$ cat config.mk
export PLATFORM = sky130hd
export DESIGN_NAME = regfile_param_flat
export DESIGN_NICKNAME = d
export VERILOG_FILES = /design/src/rtl/regfile_param_if.sv /design/src/rtl/regfile_param.sv /design/src/flat_wrapper.sv
export SDC_FILE = /design/constraint.sdc
export NUM_CORES = 2
export LEC_CHECK = 0
export BUFFER_PORTS_ARGS = -buffer_cell sky130_fd_sc_hd__buf_4
export CORE_MARGIN = 2
export CORE_UTILIZATION = 64
export DETAILED_ROUTE_END_ITERATION = 10
export PLACE_DENSITY_LB_ADDON = 0.2
export SLEW_MARGIN = 25
export SYNTH_ARGS = -nofsm -noshare
export SYNTH_HDL_FRONTEND = slang
export SYNTH_SLANG_ARGS = --single-unit
export TNS_END_PERCENT = 100
$ cat constraint.sdc
create_clock -name clk -period 3.41 [get_ports clk]
set_input_delay 0.682 -clock clk [delete_from_list [all_inputs] [get_ports clk]]
set_output_delay 0.682 -clock clk [all_outputs]
set_load 0.05 [all_outputs]
$ cat src/rtl/regfile_param_if.sv
// Bus bundle for regfile_param: two read ports, a byte-enabled write port and the dump stream.
// The master drives addresses, write data and dump control; the slave is the register file.
interface regfile_param_if #(
    parameter int WIDTH = 32,
    parameter int DEPTH = 32
);
    localparam int ADDR_W = $clog2(DEPTH);

    logic [ADDR_W-1:0]  ra0;
    logic [ADDR_W-1:0]  ra1;
    logic [WIDTH-1:0]   rd0;
    logic [WIDTH-1:0]   rd1;
    logic               we;
    logic [ADDR_W-1:0]  wa;
    logic [WIDTH-1:0]   wd;
    logic [WIDTH/8-1:0] wbe;
    logic               dump_start;
    logic               dump_busy;
    logic               dump_valid;
    logic               dump_ready;
    logic [ADDR_W-1:0]  dump_addr;
    logic [WIDTH-1:0]   dump_data;
    logic               dump_done;

    modport master (
        output ra0, ra1, we, wa, wd, wbe, dump_start, dump_ready,
        input  rd0, rd1, dump_busy, dump_valid, dump_addr, dump_data, dump_done
    );

    modport slave (
        input  ra0, ra1, we, wa, wd, wbe, dump_start, dump_ready,
        output rd0, rd1, dump_busy, dump_valid, dump_addr, dump_data, dump_done
    );
endinterface

$ cat src/rtl/regfile_param.sv
// WIDTH x DEPTH register file: two async read ports, byte-enabled write, optional zero register,
// and a valid/ready dump engine. Define RF_BYPASS_EN to forward same-cycle writes to the read ports.
module regfile_param #(
    parameter int WIDTH    = 32,
    parameter int DEPTH    = 32,
    parameter int ZERO_REG = 1
) (
    input logic            clk,
    input logic            rst,
    regfile_param_if.slave bus
);
    localparam int ADDR_W = $clog2(DEPTH);
    localparam int NBYTES = WIDTH / 8;
    localparam logic [ADDR_W-1:0] LAST_IDX = ADDR_W'(DEPTH - 1);

    localparam logic [1:0] S_IDLE = 2'd0;
    localparam logic [1:0] S_LOAD = 2'd1;
    localparam logic [1:0] S_SEND = 2'd2;
    localparam logic [1:0] S_FIN  = 2'd3;

    logic [WIDTH-1:0]  mem_q [DEPTH];
    logic [WIDTH-1:0]  mem_d [DEPTH];
    logic [1:0]        state_q, state_d;
    logic [ADDR_W-1:0] cnt_q, cnt_d;
    logic              busy_q, busy_d;
    logic              valid_q, valid_d;
    logic [ADDR_W-1:0] addr_q, addr_d;
    logic [WIDTH-1:0]  data_q, data_d;
    logic [WIDTH-1:0]  rd0_raw, rd1_raw;
    logic              wr_blocked;

    assign wr_blocked = (ZERO_REG != 0) && (bus.wa == '0);

    // NOTE: every always_comb output gets a default first, so no path can infer a latch.
    always_comb begin
        mem_d = mem_q;
        if (bus.we && !wr_blocked) begin
            for (int b = 0; b < NBYTES; b++) begin
                if (bus.wbe[b]) mem_d[bus.wa][8*b +: 8] = bus.wd[8*b +: 8];
            end
        end
    end

    // mem_d already holds the merged write, so forwarding is just reading it instead of mem_q.
`ifdef RF_BYPASS_EN
    assign rd0_raw = mem_d[bus.ra0];
    assign rd1_raw = mem_d[bus.ra1];
`else
    assign rd0_raw = mem_q[bus.ra0];
    assign rd1_raw = mem_q[bus.ra1];
`endif

    assign bus.rd0 = ((ZERO_REG != 0) && (bus.ra0 == '0)) ? '0 : rd0_raw;
    assign bus.rd1 = ((ZERO_REG != 0) && (bus.ra1 == '0)) ? '0 : rd1_raw;

    // NOTE: the register array is reset because the GPR file must come up all-zero.
    always_ff @(posedge clk or negedge rst) begin
        if (!rst) begin
            for (int i = 0; i < DEPTH; i++) mem_q[i] <= '0;
        end else begin
            for (int i = 0; i < DEPTH; i++) mem_q[i] <= mem_d[i];
        end
    end

    always_comb begin
        state_d = state_q;
        cnt_d   = cnt_q;
        busy_d  = busy_q;
        valid_d = valid_q;
        addr_d  = addr_q;
        data_d  = data_q;
        case (state_q)
            S_IDLE: begin
                if (bus.dump_start) begin
                    state_d = S_LOAD;
                    cnt_d   = '0;
                    busy_d  = 1'b1;
                end
            end
            S_LOAD: begin
                // Capture from mem_q: a write landing on this same edge is not part of the beat.
                addr_d  = cnt_q;
                data_d  = ((ZERO_REG != 0) && (cnt_q == '0)) ? '0 : mem_q[cnt_q];
                valid_d = 1'b1;
                state_d = S_SEND;
            end
            S_SEND: begin
                if (valid_q && bus.dump_ready) begin
                    valid_d = 1'b0;
                    if (cnt_q == LAST_IDX) begin
                        state_d = S_FIN;
                        busy_d  = 1'b0;
                    end else begin
                        cnt_d   = cnt_q + ADDR_W'(1);
                        state_d = S_LOAD;
                    end
                end
            end
            default: state_d = S_IDLE;
        endcase
    end

    // NOTE: sequential state is updated with non-blocking assignments only.
    always_ff @(posedge clk or negedge rst) begin
        if (!rst) begin
            state_q <= S_IDLE;
            cnt_q   <= '0;
            busy_q  <= 1'b0;
            valid_q <= 1'b0;
            addr_q  <= '0;
            data_q  <= '0;
        end else begin
            state_q <= state_d;
            cnt_q   <= cnt_d;
            busy_q  <= busy_d;
            valid_q <= valid_d;
            addr_q  <= addr_d;
            data_q  <= data_d;
        end
    end

    assign bus.dump_busy  = busy_q;
    assign bus.dump_valid = valid_q;
    assign bus.dump_addr  = addr_q;
    assign bus.dump_data  = data_q;
    assign bus.dump_done  = (state_q == S_FIN);
endmodule

$ cat src/flat_wrapper.sv
// flat-port wrapper written by rule: the top's interface ports become plain ports
module regfile_param_flat 
#(
    parameter int WIDTH    = 32,
    parameter int DEPTH    = 32,
    parameter int ZERO_REG = 1
)
  (clk, rst, bus_ra0, bus_ra1, bus_we, bus_wa, bus_wd, bus_wbe, bus_dump_start, bus_dump_ready, bus_rd0, bus_rd1, bus_dump_busy, bus_dump_valid, bus_dump_addr, bus_dump_data, bus_dump_done);
  regfile_param_if #(.WIDTH(WIDTH), .DEPTH(DEPTH)) bus_i ();
  input logic clk;
  input logic rst;
  input wire logic [$bits(bus_i.ra0)-1:0] bus_ra0;
  input wire logic [$bits(bus_i.ra1)-1:0] bus_ra1;
  input wire logic [$bits(bus_i.we)-1:0] bus_we;
  input wire logic [$bits(bus_i.wa)-1:0] bus_wa;
  input wire logic [$bits(bus_i.wd)-1:0] bus_wd;
  input wire logic [$bits(bus_i.wbe)-1:0] bus_wbe;
  input wire logic [$bits(bus_i.dump_start)-1:0] bus_dump_start;
  input wire logic [$bits(bus_i.dump_ready)-1:0] bus_dump_ready;
  output wire logic [$bits(bus_i.rd0)-1:0] bus_rd0;
  output wire logic [$bits(bus_i.rd1)-1:0] bus_rd1;
  output wire logic [$bits(bus_i.dump_busy)-1:0] bus_dump_busy;
  output wire logic [$bits(bus_i.dump_valid)-1:0] bus_dump_valid;
  output wire logic [$bits(bus_i.dump_addr)-1:0] bus_dump_addr;
  output wire logic [$bits(bus_i.dump_data)-1:0] bus_dump_data;
  output wire logic [$bits(bus_i.dump_done)-1:0] bus_dump_done;
  assign bus_i.ra0 = bus_ra0;
  assign bus_i.ra1 = bus_ra1;
  assign bus_i.we = bus_we;
  assign bus_i.wa = bus_wa;
  assign bus_i.wd = bus_wd;
  assign bus_i.wbe = bus_wbe;
  assign bus_i.dump_start = bus_dump_start;
  assign bus_i.dump_ready = bus_dump_ready;
  assign bus_rd0 = bus_i.rd0;
  assign bus_rd1 = bus_i.rd1;
  assign bus_dump_busy = bus_i.dump_busy;
  assign bus_dump_valid = bus_i.dump_valid;
  assign bus_dump_addr = bus_i.dump_addr;
  assign bus_dump_data = bus_i.dump_data;
  assign bus_dump_done = bus_i.dump_done;
  regfile_param #(.WIDTH(WIDTH), .DEPTH(DEPTH), .ZERO_REG(ZERO_REG)) u_core (.clk(clk), .rst(rst), .bus(bus_i));
endmodule
# Yosys cells after proc, flatten, opt, wreduce, memory -nomap -nowiden
# Index checks and enable logic that the tools add are counted.
op_classes:
  add_sub_neg: 1
  order_cmp: 5
  n_eq_ne: 8
  n_mux: 45
  bitwise: 4
  n_reduce_logical: 15
ops:
  columns: ["operator", "count"]
  rows:
  - ["1024-bit 2-to-1 mux", 7]
  - ["1024-bit bitwise mux", 4]
  - ["32-bit demux with 5-bit select", 4]
  - ["32-bit binary-select mux with 5-bit select", 3]
  - ["32-bit 2-to-1 mux", 10]
  - ["6-bit >= comparator (second input constant)", 4]
  - ["24-bit 2-to-1 mux", 1]
  - ["5-bit NOT with 6-bit output", 4]
  - ["5-bit zero test", 4]
  - ["16-bit 2-to-1 mux", 1]
  - ["5-bit 2-to-1 mux", 3]
  - ["5-bit case mux with 2 select lines", 1]
  - ["8-bit 2-to-1 mux", 1]
  - ["4-bit AND reduction", 2]
  - ["6-bit by 1-bit < comparator with 1-bit output (second input constant)", 1]
  - ["2-bit 2-to-1 mux", 3]
  - ["2-bit case mux with 3 select lines", 1]
  - ["5-bit by 1-bit adder with 5-bit output (second input constant)", 1]
  - ["5-bit equality test (second input constant)", 1]
  - ["2-bit equality test (second input constant)", 2]
  - ["1-bit 2-to-1 mux", 4]
  - ["2-bit by 1-bit != test with 1-bit output (second input constant)", 2]
  - ["2-bit != test (second input constant)", 2]
  - ["1-bit case mux with 2 select lines", 2]
  - ["6 further kinds", 10]
totals:
  register_bits: 1070
  out_inout_bits: 104

# Longest topological paths before layout
depth:
  depth_word: 16
  depth_mapped: 11
  depth_no_buf: 7

# Least setup slack after synthesis
# Ideal clock, no wire load.
synth_path:
  path_type: "input to output"
  startpoint: "in bus_ra1[0]"
  endpoint: "out bus_rd1[15]"
  arrival_ns: 3.294
  required_ns: 2.728
  slack_ns: -0.566
  cell_stages: 7
  path_buffers: 4
  cell_sequence: "buf_2 > inv_1 > clkbuf_1 > clkbuf_1 > clkbuf_1 > o2111ai_1 > a311oi_1"
synth_via:
  elab_chain_len: 5
  word_cells_on_any_way: 6
  classes_between: "mux: 4; bitwise: 1; reduce/logical: 1"
synth_lines:
  columns: ["element", "line", "rtl"]
  rows:
  - ["start, declared", "flat_wrapper.sv:13", "input wire logic [$bits(bus_i.ra1)-1:0] bus_ra1;"]
  - ["5-bit NOT with 6-bit output (not written as such)", "regfile_param.sv:50", "assign rd1_raw = mem_q[bus.ra1];"]
  - ["32-bit binary-select mux with 5-bit select", "regfile_param.sv:50", null]
  - ["32-bit 2-to-1 mux (not written as such) (2 in series)", "regfile_param.sv:50", null]
  - ["32-bit 2-to-1 mux (*)", "regfile_param.sv:54", "assign bus.rd1 = ((ZERO_REG != 0) && (bus.ra1 == '0)) ? '0 : rd1_raw;"]
  - ["end, declared", "flat_wrapper.sv:21", "output wire logic [$bits(bus_i.rd1)-1:0] bus_rd1;"]
# Every way passes the cells marked *; elsewhere a longest branch is shown, timed or not. The select of a mux whose other input is x is not followed.

# Worst setup path in the final report
layout_path:
  startpoint: "in bus_ra0[4]"
  endpoint: "out bus_rd0[16]"
layout_via:
  elab_chain_len: 5
  word_cells_on_any_way: 6
  classes_between: "mux: 4; bitwise: 1; reduce/logical: 1"
layout_lines:
  columns: ["element", "line", "rtl"]
  rows:
  - ["start, declared", "flat_wrapper.sv:12", "input wire logic [$bits(bus_i.ra0)-1:0] bus_ra0;"]
  - ["5-bit NOT with 6-bit output (not written as such)", "regfile_param.sv:49", "assign rd0_raw = mem_q[bus.ra0];"]
  - ["32-bit binary-select mux with 5-bit select", "regfile_param.sv:49", null]
  - ["32-bit 2-to-1 mux (not written as such) (2 in series)", "regfile_param.sv:49", null]
  - ["32-bit 2-to-1 mux (*)", "regfile_param.sv:53", "assign bus.rd0 = ((ZERO_REG != 0) && (bus.ra0 == '0)) ? '0 : rd0_raw;"]
  - ["end, declared", "flat_wrapper.sv:20", "output wire logic [$bits(bus_i.rd0)-1:0] bus_rd0;"]
# Marked as above.

==> impl_metrics.env <==
export IMPL_outcome="finished, violations left"
export IMPL_violations="setup timing"
export IMPL_drt_vias_per_instance=7.76
export IMPL_endpoint_kind="primary output"
export IMPL_vias=51513
export IMPL_worstReg2RegStart="u_core.cnt_q[1]$_DFFE_PN0P_"
export IMPL_seq_area_frac_synth=0.406
export IMPL_die_area_sq_um=106000
export IMPL_drive_gt1_frac=0.424
export IMPL_track_usage=0.452
export IMPL_drtAntennaViolNets=0
export IMPL_insertion_delay_ns=0.73
export IMPL_p_leak_uw=0.0339
export IMPL_rows=117
export IMPL_synth_top_flop_cell="dfrtp_1"
export IMPL_synth_cells=4803
export IMPL_place_area_sq_um=72800
export IMPL_setup_violations=8
export IMPL_min_period_ns=3.49
export IMPL_clockBufferDepth=3
export IMPL_start_util=0.646
export IMPL_synth_cell_types=47
export IMPL_finalInstanceArea_sq_um=77600
export IMPL_worstSetupPathType="primary input to primary output"
export IMPL_yosysMostFrequentCell="dfrtp_1"
export IMPL_grt_pass1_vias=51475
export IMPL_worst_hold_slack_ns=0.265
export IMPL_antenna_found_initial=13
export IMPL_period_share=1.02
export IMPL_worstPathMaxFanout=16
export IMPL_area_growth_pct=17.7
export IMPL_overflow=0
export IMPL_cap_violations=0
export IMPL_place_congestion=0.978
export IMPL_cts_sinks=1070
export IMPL_power_density_nw_per_um2=527
export IMPL_clk_pin_slew_ns=0.06
export IMPL_arrival_ns=2.80
export IMPL_final_max_slew_viol_count=0
export IMPL_multi_input_area_sq_um=38000
export IMPL_synth_edff_count=0
export IMPL_cts_tree="done"
export IMPL_grt_max_degree=97
export IMPL_fmax_mhz=287
export IMPL_die_width_um=325
export IMPL_drc_errors=0
export IMPL_wl_per_cell_um=36.3
export IMPL_crit_required_ns=2.73
export IMPL_ys_seq_elements=1070
export IMPL_hold_viol=0
export IMPL_critPathLaunch="bus_ra0[4]"
export IMPL_fin_cells=6636
export IMPL_detailed_place_hpwl_um=157000
export IMPL_ff_latch_area_sq_um=26800
export IMPL_yosys_top_cells_count="1070 x dfrtp_1, 645 x mux2_1, 544 x mux4_2"
export IMPL_ios=160
export IMPL_synth_area_sq_um=66000
export IMPL_ys_async_sr_fraction=1.00
export IMPL_numCtsBuffers=114
export IMPL_tightest_slew_ns=1.21
export IMPL_hold_path_startpoint="bus_dump_ready"
export IMPL_total_power_uw=40900
export IMPL_fin_skew_ns=0.0244
export IMPL_syn_nets=4863
export IMPL_syn_area_per_cell_sq_um=13.7
export IMPL_finalSetupTns_ns=-0.199
export IMPL_grt_pass1_wl_um=350000
export IMPL_drt_first_iter_violations=7742
export IMPL_startpoint_type="primary input"
export IMPL_port_buffers=159
export IMPL_slew_headroom=0.191
export IMPL_vdd_drop_max_mv=0.469
export IMPL_min_path_type="primary input to flip-flop"
export IMPL_synth_top_area_frac=0.406
export IMPL_cts_htree_levels=3
export IMPL_coreArea_sq_um=102000
export IMPL_dr_pass1_iters=8
export IMPL_setup_ws_ns=-0.0760
export IMPL_yosys_warnings=0
export IMPL_synth_area_leaders="dfrtp_1 41%, mux4_2 19%, mux2_1 11%, mux2_2 7.5%, mux2i_1 5.3%"
export IMPL_synth_area_leader_cell="dfrtp_1"
export IMPL_cts_root_buffer="clkbuf_16"
export IMPL_routed_wl_um=241000
export IMPL_final_nets=5226
export IMPL_n_fill_cell=6181
export IMPL_die_h_um=325
export IMPL_dp_cells=6392
-- per-layer routing --
| metal | up-vias | track usage | part of all wire |
|---|---|---|---|
| li1 | 19632 | - | - |
| met1 | 26324 | 0.585 | 0.35 |
| met2 | 4365 | 0.638 | 0.42 |
| met3 | 1164 | 0.187 | 0.15 |
| met4 | 28 | 0.269 | 0.072 |
| met5 | - | 0.00996 | 0.0020 |
-- final timing paths --
path | endpoint | slack (ns) | depth (start not counted)
max | bus_rd0[16] | -0.08 | 8
min | u_core.state_q[0]$_DFFE_PN0P_ | 0.27 | 3
max reg2reg | u_core.bus.dump_data[13]$_DFFE_PN0P_ | 0.56 | 5
min reg2reg | u_core.mem_q[996]$_DFFE_PN0P_ | 0.42 | 0
max in group asynchronous | u_core.mem_q[749]$_DFFE_PN0P_ | 1.78 | 3
min in group asynchronous | u_core.mem_q[661]$_DFFE_PN0P_ | 0.51 | 2
-- stage by stage --
step	setup WS, ns	util
4_1_cts	-0.00243	0.755
6_report	-0.0760	0.761
5_1_grt	-0.00646	0.760
2_1_floorplan	-0.0493	-
3_3_place_gp	-0.303	0.714
3_5_place_dp	-0.284	0.714
-- critical path, cell delays in order --
cell and delay (ns):
buf_4 0.14, buf_6 0.27, nand2b_2 0.23, buf_4 0.34
a211oi_2 0.09, buf_4 0.16, a311oi_4 0.61, buf_6 0.25
-- state kept, by name (all words and copies together), names as in the netlist --
| name | cells |
|---|---|
| u_core.mem_q | 1024 |
| u_core.bus.dump_data | 32 |
| u_core.bus.dump_addr | 5 |
| u_core.cnt_q | 5 |
| u_core.state_q | 2 |
| u_core.bus.dump_busy | 1 |
| u_core.bus.dump_valid | 1 |
-- layout make-up --
type | count | area share
Timing Repair Buffer | 728 | 0.0919
Tap cell | 1368 | 0.0221
Multi-Input combinational cell | 3244 | 0.490
Clock inverter | 50 | 0.00829
Sequential cell | 1070 | 0.345
Inverter | 8 | 0.000451
Antenna cell | 9 | 0.000290
Clock buffer | 159 | 0.0421
-- cells in the final DEF, fill, tap and decap left out, types with 33 or more instances in the layout --
cell,Yosys,final
dfrtp_1,1070,1065
mux2_1,645,645
buf_4,3,576
mux4_2,544,544
mux2_2,442,442
mux2i_1,352,352
nand2_1,267,267
clkbuf_16,0,120
mux2_4,99,99
buf_12,2,99
a22oi_1,96,91
o21ai_0,118,87
a221oi_1,77,72
nor2b_1,74,67
nor2_2,54,63
nor2_1,75,63
a211oi_1,66,51
a311oi_2,0,45
nor2_4,39,43
buf_6,1,33
-- report_power, final --
group	leakage [uW]	switching, uW	total, uW	internal, uW
registers	0.0143	1950	16300	14300
logic	0.0177	5850	11400	5580
clock network	0.00193	5460	13200	7770
-- cell families (layout without fill, tap and decap cells) --
kind of cell,after synthesis,count (layout),synth area share
flops,1070,1070,0.406
mux,2082,2082,0.447
other cells,0,9,0
xor+xnor,2,2,0.000266
simple gates,609,610,0.0492
compound gates,546,546,0.0647
buf+inv,490,945,0.0318
fa+ha+maj,4,4,0.000759
-- what timing repair did --
action | 4_1_cts | 5_1_grt
cloned | 3 | 3
buffers inserted | 3 | 17
endpoints found under the hold margin | 43 | 0
gates resized for setup | 53 | 74
endpoints found under the setup margin | 51 | 51
hold buffers | 1 | 0
pin swaps | 7 | 6
No activity file was read; power rests on OpenSTA's default activity.
